[config.mk]
export PLATFORM = sky130hd
export DESIGN_NAME = uart_tx_sched
export DESIGN_NICKNAME = d
export VERILOG_FILES = /design/src/rtl/uart_tx_sched.sv
export SDC_FILE = /design/constraint.sdc
export NUM_CORES = 1
export LEC_CHECK = 0
export CAP_MARGIN = 25
export CELL_PAD_IN_SITES_DETAIL_PLACEMENT = 1
export CELL_PAD_IN_SITES_GLOBAL_PLACEMENT = 1
export CORE_ASPECT_RATIO = 1.5
export CORE_MARGIN = 4
export CORE_UTILIZATION = 25
export CTS_CLUSTER_DIAMETER = 40
export CTS_CLUSTER_SIZE = 25
export DETAILED_ROUTE_END_ITERATION = 10
export PLACE_DENSITY = 0.56
export SLEW_MARGIN = 5
export SYNTH_ARGS = -nofsm -noshare
export SYNTH_HDL_FRONTEND = slang
export SYNTH_SLANG_ARGS = --single-unit
[constraint.sdc]
create_clock -name clk -period 2.4 [get_ports clk]
set_input_delay 0.36 -clock clk [delete_from_list [all_inputs] [get_ports clk]]
set_output_delay 0.36 -clock clk [all_outputs]
set_load 0.03 [all_outputs]
[src/rtl/uart_tx_sched.sv]
// Two-source round-robin UART transmitter: arbitrates in IDLE, then sends
// start, DATA_BITS data bits (LSB first) and STOP_BITS stop bits on tx.
module uart_tx_sched #(
  parameter int BAUD_DIV  = 16,
  parameter int DATA_BITS = 8,
  parameter int STOP_BITS = 1
) (
  input  logic                 clk,
  input  logic                 kill_n,
  input  logic                 req0_valid,
  input  logic [DATA_BITS-1:0] req0_data,
  output logic                 req0_ready,
  input  logic                 req1_valid,
  input  logic [DATA_BITS-1:0] req1_data,
  output logic                 req1_ready,
  output logic                 tx,
  output logic                 busy,
  output logic                 src,
  output logic [3:0]           bit_cnt
);

  typedef enum logic [1:0] {ST_IDLE, ST_START, ST_DATA, ST_STOP} state_t;

  localparam logic [15:0] DIV_LAST  = 16'(BAUD_DIV - 1);
  localparam logic [3:0]  BITS_LAST = 4'(DATA_BITS - 1);
  localparam logic        STOP_LAST = 1'(STOP_BITS - 1);

  state_t               state;
  logic [15:0]          div;
  logic [DATA_BITS-1:0] shreg;
  logic                 stop_cnt;
  logic                 bit_tick;

  assign bit_tick = (state != ST_IDLE) && (div == DIV_LAST);
  assign busy     = (state != ST_IDLE);

  // Tie goes to the source that was not granted last; kill_n gates ready so
  // nothing is accepted while the block is held in reset.
  always_comb begin
    // NOTE: defaults first so every path assigns both outputs and no latch is inferred.
    req0_ready = 1'b0;
    req1_ready = 1'b0;
    if (state == ST_IDLE && kill_n) begin
      if (req0_valid && (!req1_valid || src)) req0_ready = 1'b1;
      else if (req1_valid)                    req1_ready = 1'b1;
    end
  end

  // NOTE: sequential state uses non-blocking assignments only, so every register
  // samples pre-edge values regardless of statement order.
  always_ff @(posedge clk or negedge kill_n) begin
    if (!kill_n) begin
      state    <= ST_IDLE;
      div      <= 16'd0;
      shreg    <= '0;
      stop_cnt <= 1'b0;
      bit_cnt  <= 4'd0;
      src      <= 1'b1;
      tx       <= 1'b1;
    end else begin
      case (state)
        ST_IDLE: begin
          div      <= 16'd0;
          stop_cnt <= 1'b0;
          tx       <= 1'b1;
          if (req0_ready) begin
            shreg <= req0_data;
            src   <= 1'b0;
            tx    <= 1'b0;
            state <= ST_START;
          end else if (req1_ready) begin
            shreg <= req1_data;
            src   <= 1'b1;
            tx    <= 1'b0;
            state <= ST_START;
          end
        end

        ST_START: begin
          if (bit_tick) begin
            div   <= 16'd0;
            tx    <= shreg[0];
            state <= ST_DATA;
          end else begin
            div <= div + 16'd1;
          end
        end

        ST_DATA: begin
          if (bit_tick) begin
            div     <= 16'd0;
            shreg   <= shreg >> 1;
            bit_cnt <= bit_cnt + 4'd1;
            if (bit_cnt == BITS_LAST) begin
              tx    <= 1'b1;
              state <= ST_STOP;
            end else begin
              // tx is registered, so load the bit that the shift brings to LSB
              tx <= shreg[1];
            end
          end else begin
            div <= div + 16'd1;
          end
        end

        ST_STOP: begin
          if (bit_tick) begin
            div <= 16'd0;
            if (stop_cnt == STOP_LAST) begin
              bit_cnt <= 4'd0;
              state   <= ST_IDLE;
            end else begin
              stop_cnt <= 1'b1;
            end
          end else begin
            div <= div + 16'd1;
          end
        end

        default: state <= ST_IDLE;
      endcase
    end
  end

endmodule

; Word-level counts from Yosys, hierarchy flattened
; Index checks and enable logic that the tools add are counted.
; W data, S select, Z words.
[totals]
register_bits = 33
latch_bits = 0
ram_bits = 0
mem_bits_ro = 0
in_bits = 20
out_inout_bits = 9
mem_count = 0
[classes]
add_sub_neg = 2
n_mul = 0
div_mod_pow = 0
order_cmp = 0
eq_ne = 11
n_shift = 0
mux = 34
bitwise = 0
reduce_logical = 19
[ops]
columns = operator, n
row1 = $pmux W16 S2, 1
row2 = $mux W8, 3
row3 = $add A16 B1 Y16 const B, 1
row4 = $eq A16 B4 Y1 const B, 1
row5 = $mux W16, 1
row6 = $pmux W8 S2, 1
row7 = $mux W1, 14
row8 = $mux W2, 7
row9 = $mux W4, 3
row10 = $ne A2 B2 Y1 const B, 5
row11 = $reduce_bool A2 Y1, 5
row12 = $pmux W2 S4, 1
row13 = $pmux W4 S2, 1
row14 = $reduce_and A3 Y1, 2
row15 = $reduce_and A6 Y1, 1
row16 = $add A4 B1 Y4 const B, 1
row17 = $eq A2 B2 Y1 const B, 2
row18 = $eq A4 B3 Y1 const B, 1
row19 = $reduce_and A2 Y1, 2
row20 = $reduce_and A4 Y1, 1
row21 = $logic_and A1 B1 Y1, 3
row22 = $ne A3 B3 Y1 const B, 1
row23 = $pmux W1 S3, 1
row24 = $reduce_bool A3 Y1, 1
row25 = 6 further kinds, 6

; Depth between registers and ports, before layout
[depth]
ltp_word = 8
mapped_depth = 9

; Worst setup path before layout
; OpenSTA, ideal clock, no wires.
[synth_timing]
path_kind = register to register
from = register state[0]
to = register state[1]
t_arrival_ns = 1.861
t_required_ns = 2.275
slack_ns = 0.414
path_stages_with_launch = 8
period_less_slack_ns = 1.986
path_cell_list = dfrtp_1 > inv_1 > ha_1 > nor4_2 > nand3_2 > o31ai_1 > and4_4 > mux2_4
[synth_via]
elab_chain_len = 5
[synth_rtl]
columns = element, line
row1 = "start, declared", 28  ; state_t state;
row2 = "start signal, assigned", 53  ; state <= ST_IDLE;
row3 = "start signal, assigned", 70  ; state <= ST_START;
row4 = "start signal, assigned", 75  ; state <= ST_START;
row5 = $logic_not A2 Y1, "43, 61"
row6 = $logic_and A1 B1 Y1, 43  ; if (state == ST_IDLE && kill_n) begin
row7 = $mux W1, 43
row8 = $ne A3 B3 Y1 (no line) or $mux W2 (tied branches), -
row9 = $reduce_and A6 Y1 (no line) or $pmux W2 S4 (tied branches), -
; Parallel ways exist; a longest one is shown, timed or not.
; A chain may end at the register's enable or synchronous reset.

; Final worst setup path
[layout_timing]
from = register state[1]
to = output port busy
[layout_via]
elab_chain_len = 1
[layout_rtl]
columns = element, line
row1 = $reduce_bool A2 Y1, 35  ; assign busy = (state != ST_IDLE);
row2 = "end, declared", 17  ; output logic busy,
; Every way passes these cells.

==> metrics.yaml <==
status: "finished, final reports clean"
grt_overflow: 0
path_delay_family: "buffers and inverters"
synth_cells: 187
hold_violations: 0
synth.avg_cell_area_um2: 10.0
fmax_mhz: 444
cts_hold_buf: 1
layout_commonest_cell: "dfrtp_1"
final_cell_mix: "dfrtp_1 (31), clkdlybuf4s50_1 (25), nor2_1 (21)"
pin_count: 29
crit_arrival_ns: 1.89
power_leakage_nw: 0.990
area_growth_syn_to_layout_pct: 25.6
path_cells: "inv_1 -> ha_1 -> inv_2 -> clkdlybuf4s50_1"
relSlewSlack_pct: 69.4
powerDensity_nw_per_um2: 971
rsz0062_at_grt: "no"
yosysSeqAreaShare_pct: 44.3
rrSetupSlack_ns: 0.18
setup_viol: 0
routed_wl_mm: 4.55
crit_path_start: "state[1]"
critPathBufInv: 3
drc: 0
die_area_um2: 8960
grt_pass1_wl_mm: 7.98
globalplace.congestion: 0.748
tritoncts.num_buffers: 5
cts_buffer_depth: 2
critPathRequiredTime_ns: 2.04
finClkSkew_ns: 0.00430
cts_tree: "built"
vias: 1467
cts_setup_buffers: 0
timing.setup.tns_ns: 0
ys_types: 45
wl_per_cell_um: 14.2
ys_top_cells_by_area: "dfrtp_1 (41%), ha_1 (4.7%), mux2i_1 (4.3%)"
hpwl_mm: 3.37
critPathMaxStageDelay_ns: 0.67
peakVddDrop_v: 0.000325
worstMarginPinSlew_ns: 0.458
synth_top_area_share_pct: 41.4
antenna_found_initial: 0
crit_type: "flip-flop to output pin"
grt_max_degree: 26
n_fill_cell: 842
maxCapViolCount: 0
drive_gt1_share_pct: 13.1
coreArea_um2: 7270
power_mw: 2.28
grt_use_total_pct: 11.3
routed_via_density: 4.57
drv_slew: 0
critPathSlowestCell: "clkdlybuf4s50_1"
postLayoutCoreUtil_pct: 32.3
synth_nets: 214
port_buffers: 28
drt_iter0_markers: 34
diodes: 0
ant_nets: 0
crit_path_start_kind: "flip-flop"
yosysWarningCount: 0
r2r_start: "state[1]"
drtPass1Iterations: 4
fin_crit_ns: 2.25
ys_ff_latch: 33
start_util_pct: 25.7
nNetsFinal: 247
hp-class: "primary input to asynchronous set/reset pin"
fp.dieH_um: 114
postCtsResizedCells: 0
yosys.area.top_type: "dfrtp_1"
clk_latency_ns: 0.28
die_w_um: 78.7
fp-row-count: 38
path_max_fanout: 8
grt_pass1_vias: 1623
fin_crit_sh_pct: 93.8
clkTransAtPathRegs_ns: 0.07
endpoint_kind: "output pin"
cts_max_level: 2
cts_sinks: 33
clock-root-buffer: "clkbuf_8"
syn_area_um2: 1870
[cells in the mapped netlist]
cell type / count
nand3_2: 1
and4_4: 1
nand3_1: 5
nor2b_1: 1
nor4_2: 2
o21ai_1: 1
xnor2_1: 5
nor3_1: 2
or2_2: 1
or2_1: 1
nor2_1: 21
mux2_4: 1
o22ai_1: 1
buf_6: 1
nor4_1: 3
mux2i_1: 8
a21o_1: 1
o31ai_2: 1
a31oi_1: 2
o31ai_1: 2
clkbuf_1: 4
and2_1: 3
buf_2: 1
and4_1: 2
o21ai_0: 9
dfrtp_1: 31
mux2_1: 7
buf_4: 1
nand4_1: 4
mux2_2: 1
inv_2: 1
nand2_2: 1
o21ai_4: 1
and3_1: 4
xor2_1: 9
dfstp_2: 2
o2bb2ai_1: 4
o21a_1: 2
nand2_1: 18
ha_1: 7
nor2_4: 1
inv_1: 5
and4_2: 1
a21boi_0: 1
a21oi_1: 6
[per-layer routing]
| layer | up-vias | wire [um] | GRT usage, % |
|---|---|---|---|
| li1 | 721 | - | - |
| met1 | 713 | 1930 | 13.2 |
| met2 | 27 | 2310 | 19.8 |
| met3 | 6 | 243 | 3.32 |
| met4 | 0 | 65 | 3.50 |
| met5 | - | 0 | 0 |
[per-stage QoR]
step	setup slack [ns]	hold slack, ns	cells	instance area [um2]
after floorplan	0.414	0.0644	187	1870
after global placement	0.295	0.260	312	2260
after detailed placement	0.213	0.267	312	2260
after CTS	0.130	0.0634	321	2350
after global routing	0.0352	0.0547	321	2350
final	0.149	0.0693	321	2350
[worst reg2reg max path: cells and delay by family (launching register included)]
| kind | cells | cell delay (ns) |
|---|---|---|
| buffers and inverters | 1 | 0.10 |
| AND/OR/NAND/NOR | 3 | 0.85 |
| AO/OA/AOI/OAI | 1 | 0.15 |
| multiplexers | 1 | 0.29 |
| flip-flops | 1 | 0.41 |
| adder cells (fa/ha/maj) | 1 | 0.30 |
[sequential cells by signal (all words and copies together), names as in the netlist]
signal,flops
state,2
tx,1
bit_cnt,4
src,1
div,16
shreg,8
stop_cnt,1
[final cells by class]
cell class	count	area, um2	share of cell area, %
Inverter	6	22.5	0.958
Clock buffer	6	72.6	3.09
Tap cell	100	125	5.32
Clock inverter	2	10.0	0.426
Sequential cell	33	828	35.2
Timing Repair Buffer	33	310	13.2
Multi-Input combinational cell	141	982	41.8
[final timing paths]
| kind | endpoint | cells after the start |
|---|---|---|
| min in group clk | div[0] | 1 |
| worst max register to register | state[1] | 7 |
| worst max-delay path | busy | 4 |
| worst min register to register | div[0] | 1 |
| max in group asynchronous | shreg[7] | 2 |
| worst min-delay path | tx | 1 |
[report_power, final]
part           switching, mW  internal (mW)  total [mW]
Combinational          0.580          0.471        1.05
Sequential             0.107          0.717       0.823
Clock                  0.208          0.201       0.409
[logic make-up after synthesis]
logic type / count (synthesis) / synth area share (%)
and+or+nand+nor: 72 / 20.3
DFF: 33 / 44.3
AOI/OAI and AO/OA: 31 / 11.1
muxes: 17 / 9.89
xor gates and xnor gates: 14 / 6.55
buffers and inverters: 13 / 3.27
adders and majority gates: 7 / 4.68
(Power assumes the default switching activity.)
